$ cat config.mk
export PLATFORM = sky130hd
export DESIGN_NAME = tile_ram_arbiter
export DESIGN_NICKNAME = d
export VERILOG_FILES = /design/src/rtl/tile_ram_arbiter.sv
export SDC_FILE = /design/constraint.sdc
export NUM_CORES = 1
export LEC_CHECK = 0
export BUFFER_PORTS_ARGS = -buffer_cell sky130_fd_sc_hd__buf_2
export CAP_MARGIN = 20
export CORE_MARGIN = 4
export CORE_UTILIZATION = 46
export DETAILED_ROUTE_END_ITERATION = 10
export GPL_TIMING_DRIVEN = 1
export HOLD_SLACK_MARGIN = 0.02
export MAX_ROUTING_LAYER = met4
export PLACE_DENSITY = 0.95
export SKIP_CTS_REPAIR_TIMING = 1
export SKIP_LAST_GASP = 1
export SLEW_MARGIN = 15
export SYNTH_ARGS = -nofsm -noshare
export SYNTH_HDL_FRONTEND = slang
export SYNTH_SLANG_ARGS = --single-unit
$ cat constraint.sdc
create_clock -name clk -period 3.5 [get_ports clk]
set_clock_uncertainty 0.15 [all_clocks]
set_input_delay 0.175 -clock clk [delete_from_list [all_inputs] [get_ports clk]]
set_output_delay 0.175 -clock clk [all_outputs]
set_load 0.03 [all_outputs]
$ cat src/rtl/tile_ram_arbiter.sv
// Shares the single-port synchronous tile RAM between video tile fetch (fixed priority)
// and the CPU bus; a starvation counter bounds how long a waiting CPU request can be held off.
module tile_ram_arbiter #(
   parameter int AW     = 10,
   parameter int DW     = 8,
   parameter int STARVE = 7,
   parameter int SW     = 3
) (
   input  logic          clk,
   input  logic          reset_L,
   input  logic          vid_req,
   input  logic [AW-1:0] vid_addr,
   output logic          vid_gnt,
   output logic          vid_rvalid,
   output logic [DW-1:0] vid_rdata,
   input  logic          cpu_req,
   input  logic          cpu_we,
   input  logic [AW-1:0] cpu_addr,
   input  logic [DW-1:0] cpu_wdata,
   output logic          cpu_gnt,
   output logic          cpu_rvalid,
   output logic [DW-1:0] cpu_rdata,
   output logic [AW-1:0] ram_addr,
   output logic          ram_we,
   output logic [DW-1:0] ram_wdata,
   input  logic [DW-1:0] ram_rdata
);

   localparam logic [SW-1:0] STARVE_C = SW'(STARVE);

   // Owner of the access in each read-return stage; CPU writes travel as OWN_NONE.
   typedef enum logic [1:0] {OWN_NONE, OWN_VID, OWN_CPU} owner_e;

   logic [AW-1:0] ram_addr_q, ram_addr_d;
   logic          ram_we_q, ram_we_d;
   logic [DW-1:0] ram_wdata_q, ram_wdata_d;
   logic [SW-1:0] starve_cnt_q, starve_cnt_d;
   owner_e        own1_q, own1_d;
   owner_e        own2_q, own2_d;

   // Handshake: req is a level held with stable fields until gnt; the request is consumed
   // at the clock edge ending the gnt cycle, and req still high afterwards is a new request.
   always_comb begin
      vid_gnt = 1'b0;
      cpu_gnt = 1'b0;
      if (reset_L) begin
         if (cpu_req && (!vid_req || (starve_cnt_q == STARVE_C))) begin
            cpu_gnt = 1'b1;
         end else if (vid_req) begin
            vid_gnt = 1'b1;
         end
      end
   end

   always_comb begin
      ram_addr_d   = ram_addr_q;
      ram_wdata_d  = ram_wdata_q;
      ram_we_d     = 1'b0;
      own1_d       = OWN_NONE;
      own2_d       = own1_q;
      starve_cnt_d = starve_cnt_q;

      if (cpu_gnt) begin
         ram_addr_d  = cpu_addr;
         ram_we_d    = cpu_we;
         ram_wdata_d = cpu_wdata;
         own1_d      = cpu_we ? OWN_NONE : OWN_CPU;
      end else if (vid_gnt) begin
         ram_addr_d  = vid_addr;
         ram_wdata_d = '0;
         own1_d      = OWN_VID;
      end

      // Counts video grants taken while the CPU waits; saturates so the CPU wins next cycle.
      if (!cpu_req || cpu_gnt) begin
         starve_cnt_d = '0;
      end else if (vid_gnt && (starve_cnt_q != STARVE_C)) begin
         starve_cnt_d = starve_cnt_q + 1'b1;
      end
   end

   always_ff @(posedge clk or negedge reset_L) begin
      if (!reset_L) begin
         ram_addr_q   <= '0;
         ram_we_q     <= 1'b0;
         ram_wdata_q  <= '0;
         starve_cnt_q <= '0;
         own1_q       <= OWN_NONE;
         own2_q       <= OWN_NONE;
      end else begin
         ram_addr_q   <= ram_addr_d;
         ram_we_q     <= ram_we_d;
         ram_wdata_q  <= ram_wdata_d;
         starve_cnt_q <= starve_cnt_d;
         own1_q       <= own1_d;
         own2_q       <= own2_d;
      end
   end

   assign ram_addr   = ram_addr_q;
   assign ram_we     = ram_we_q;
   assign ram_wdata  = ram_wdata_q;
   assign vid_rvalid = (own2_q == OWN_VID);
   assign cpu_rvalid = (own2_q == OWN_CPU);
   assign vid_rdata  = ram_rdata;
   assign cpu_rdata  = ram_rdata;

endmodule
======== Word level (Yosys, flattened, before mapping) ========
Cells that the tools add are included.
word-level totals
  output and inout port bits .............. 39
  logic and storage cells ................. 34
  input bits .............................. 41
  flip-flop bits (word level) ............. 26
operators by class
  reductions and logical operators ........ 8
  add/sub/neg operators ................... 1
  multiplexer cells ....................... 15
  equal/unequal tests ..................... 4
operator list
  operator             number
  $mux 10              2
  $mux 8               2
  $mux 1               7
  $mux 3               2
  $mux 2               2
  $reduce_bool 2->1    2
  $add 3x1->3 const B  1
  $eq 3x3->1 const B   1
  $ne 3x3->1 const B   1
  $eq 2x1->1 const B   1
  $eq 2x2->1 const B   1
  $logic_and 1x1->1    2
  $logic_not 1->1      2
  $logic_or 1x1->1     2

======== Depth between registers and ports, before layout ========
  depth in word-level cells ............... 8
  gate-level depth with buffers ........... 6
  mapped depth without buffers ............ 5

======== Least setup slack after synthesis ========
Ideal clock, no wire load.
  path kind ............................... register to register
  start ................................... register starve_cnt_q[0]
  end ..................................... register ram_wdata_q[0], in the netlist ram_wdata[0]
  clock period less this slack ............ 1.627 ns
  data arrival time ....................... 1.356 ns
  setup slack ............................. 1.873 ns
  buffers on the path ..................... 0
  cell stages (with the launch flop) ...... 6
  library setup time ...................... 0.121 ns
  path through ............................ dfrtp_1 ha_1 ha_1 and2b_4 nor2_4 a22o_1
between the ends
  longest elaborated chain between the ends .. 6
  elaborated cells between the ends (all ways) .. 9
  classes of those cells .................. eq/ne: 1; mux: 5; reduce/logical: 3
ends and longest elaborated chain
  item                                                RTL line  text
  from (decl)                                         37        logic [SW-1:0] starve_cnt_q, starve_cnt_d;
  from (signal assigned)                              94        starve_cnt_q <= starve_cnt_d;
  $eq 3x3->1 (*)                                      47        if (cpu_req && (!vid_req || (starve_cnt_q == STARVE_C))) begin
  $logic_or 1x1->1 (*)                                47
  $logic_and 1x1->1 (*)                               47
  $mux 1 (*)                                          47
  $mux 1 (*)                                          46        if (reset_L) begin
  named net cpu_gnt                                   20        output logic cpu_gnt,
  $mux 8 / $reduce_bool 2->1 (equally long branches)  --
  to (signal assigned)                                93        ram_wdata_q <= ram_wdata_d;
  to (decl)                                           36        logic [DW-1:0] ram_wdata_q, ram_wdata_d;
The timed path passes the listed nets; every way through them passes the cells marked *.
A chain may end at the register's enable or synchronous reset.

======== Worst setup path in the final report ========
  start ................................... input reset_L
  end ..................................... output cpu_gnt
between the ends
  longest elaborated chain between the ends .. 1
ends and longest elaborated chain
  item         RTL line  text
  from (decl)  10        input logic reset_L,
  $mux 1       46
  to (decl)    20
Every way passes these cells.

==> impl_metrics.ini <==
[run_status]
outcome = finished, final reports clean

[floorplan]
die-area_mm2 = 0.00378
rows = 19
die_h_um = 61.5
start_util_pct = 47.8
core_mm2 = 0.00276
die_x_um = 61.5
pin_count = 80

[timing]
finalHoldViolations = 0
fmax_ghz = 0.404
fin_crit_sh_pct = 70.6
grt_setup_unrepaired = no
tns_ns = 0
finalCriticalPeriod_ns = 2.47
slew_viol_final = 0
slew_headroom_pct = 66.4
hold_slack_ns = 0.0144
finalSetupViolations = 0
worst_pin_slew_ns = 0.502

[final_layout]
fin_area_mm2 = 0.00169
drive_gt1_share_pct = 37.2
final_common_cell = buf_2
layout.cells.non_filler = 211
mostFrequentLayoutCells = 55 x buf_2, 26 x dfrtp_1, 22 x dlygate4sd3_1, 12 x a21oi_1
nets = 224
syn_to_final_growth_pct = 28.5
fill_cells = 206
antenna_cells = 0

[critical_path]
critPathRequiredTime_ns = 3.17
critical_path_buf_inv_count = 4
end_kind = output pin
crit_cells = 6
critPathKind = input pin to output pin
r2r_cells = 6
path_cells = dlygate4sd3_1 -> buf_2 -> buf_4 -> nand2_1 -> nor2_4 -> buf_2
worstPathArrival_ns = 2.15
crit_slowest_cell = dlygate4sd3_1
critPathMaxStageDelay_ns = 0.53
critPathTopFamily = buffers and inverters
crit_top_cell = buf_2
cp-start-kind = input pin
critical_path.max_fanout = 36

[synth]
synth_area_leaders = dfrtp_1 49%, buf_4 9.1%, a22o_1 5.3%, a31oi_1 4.7%, a21oi_1 4.6%
synth_warnings = 0
syn-instance-count = 122
yosysSeqAreaShare_pct = 49.4
ys_types = 26
syn_avg_cell_area_um2 = 10.8
yosysTopAreaCell = dfrtp_1
synthesis.area_mm2 = 0.00132
synth_nets = 165
synth_top_area_share_pct = 49.4
ys_seq_elements = 26

[clock_tree]
cts_tree = yes
clock_latency_ns = 0.32
cts_buffer_depth = 2
cts_root_buf = clkbuf_4
clock-sinks = 26
htree_num_levels = 1
cts.clk_slew.worst_paths_ns = 0.13
numCtsBuffers = 3

[drt]
vias = 1139
drc = 0
drtIter0Drc = 98
wl_um = 3530
first_pass_iters = 4
drt-vias-per-instance = 5.40
wl_per_cell_um = 16.7
antenna_left = 0

[flow_run]
cap_violations = 0

[grt]
antenna_found_initial = 0
grt_pass1_wl_um = 4230
grt-ovfl-total = 0
first_global_vias = 999
grt_max_degree = 37
grt_use_total_pct = 15.9

[placed_design]
place_hpwl_um = 2140
placed_cell_area_mm2 = 0.00144
port_buffers = 55
numPlacedInstances = 185
routabilityCongestion = 0.761

[hold_path]
hold_path_depth = 3
min_path_type = input pin to register

[pwr]
p_clk_share_pct = 22.1
p_sw_mw = 0.215
pwr-share-comb_pct = 27.4
p_int_mw = 0.460
power_density_mw_per_mm2 = 398
total_leakage_power_nw = 0.830
peakVddDrop_mv = 0.330
sequentialPowerShare_pct = 50.6
swShare_pct = 31.8
final cells by class:
cell class	instances	area (um^2)	area share (%)
multi-input combinational	72	464	27.4
timing repair buffer	78	503	29.7
clock buffer	4	36.3	2.14
sequential	26	651	38.4
tap	31	38.8	2.29
Yosys cell counts:
cell type / n
and2_1: 1
nor3_1: 1
o21ai_1: 6
nor2b_1: 2
nor2_4: 1
and2b_4: 1
nand2b_1: 4
nand2_1: 2
nand3b_1: 1
buf_4: 16
ha_1: 2
clkbuf_8: 2
o21ai_0: 4
a21boi_1: 1
nor2_1: 10
o21ai_4: 1
a21boi_2: 2
buf_6: 4
a21oi_1: 12
o21a_1: 1
a31oi_1: 10
dfrtp_1: 26
clkbuf_2: 1
nand3_2: 2
a22o_1: 8
buf_2: 1
cells by family (layout without fill, tap and decap cells):
family	Yosys count	after routing	share of synthesized area (%)
compound gates	45	45	22.5
flops	26	26	49.4
simple gates	25	25	10.8
buf+inv	24	82	15.4
fa+ha+maj	2	2	1.90
state kept, by name, indices dropped and copies added, names as in the netlist:
register / cells
ram_addr: 10
ram_we: 1
starve_cnt_q: 3
own2_q: 2
own1_q: 2
ram_wdata: 8
path summary, 6_finish.rpt:
path	startpoint	end	slack (ns)
worst min-delay path	cpu_addr[4]	ram_addr[4]	0.01
worst max register to register	starve_cnt_q[0]	ram_addr[9]	1.22
worst max-delay path	reset_L	cpu_gnt	1.03
worst min register to register	own1_q[0]	own2_q[0]	0.21
min in group asynchronous	reset_L	ram_wdata[0]	0.26
max in group asynchronous	reset_L	starve_cnt_q[1]	2.65
per-layer routing:
layer | vias to the layer above | wire [um] | track usage [%]
met5 | - | 0 | -
met4 | 0 | 49 | 9.09
met3 | 4 | 370 | 3.56
met2 | 61 | 1680 | 26.0
met1 | 541 | 1420 | 17.5
li1 | 533 | - | -
worst reg2reg max path, stage by stage (launching register included):
cell           delay [ns]
dfrtp_1              0.41
ha_1                 0.20
ha_1                 0.21
nand2b_1             0.32
a31oi_1              0.24
a21oi_1              0.09
dlygate4sd3_1        0.56
power by group through the flow:
stage / combinational [mW] / clock (mW) / sequential [mW]
final: 0.184 / 0.149 / 0.341
after global routing: 0.199 / 0.164 / 0.344
after CTS: 0.162 / 0.154 / 0.339
after detailed placement: 0.161 / 0 / 0.345
after global placement: 0.157 / 0 / 0.344
after floorplan: 0.0947 / 0 / 0.390
per-stage QoR:
step           setup slack [ns]  utilization [%]  power, mW
2_1_floorplan              1.87                -      0.485
3_3_place_gp               1.68             52.1      0.502
3_5_place_dp               1.58             52.1      0.506
4_1_cts                    1.32             53.4      0.655
5_1_grt                   0.881             61.4      0.707
6_report                   1.03             61.4      0.674
No activity file was read; power rests on OpenSTA's default activity.
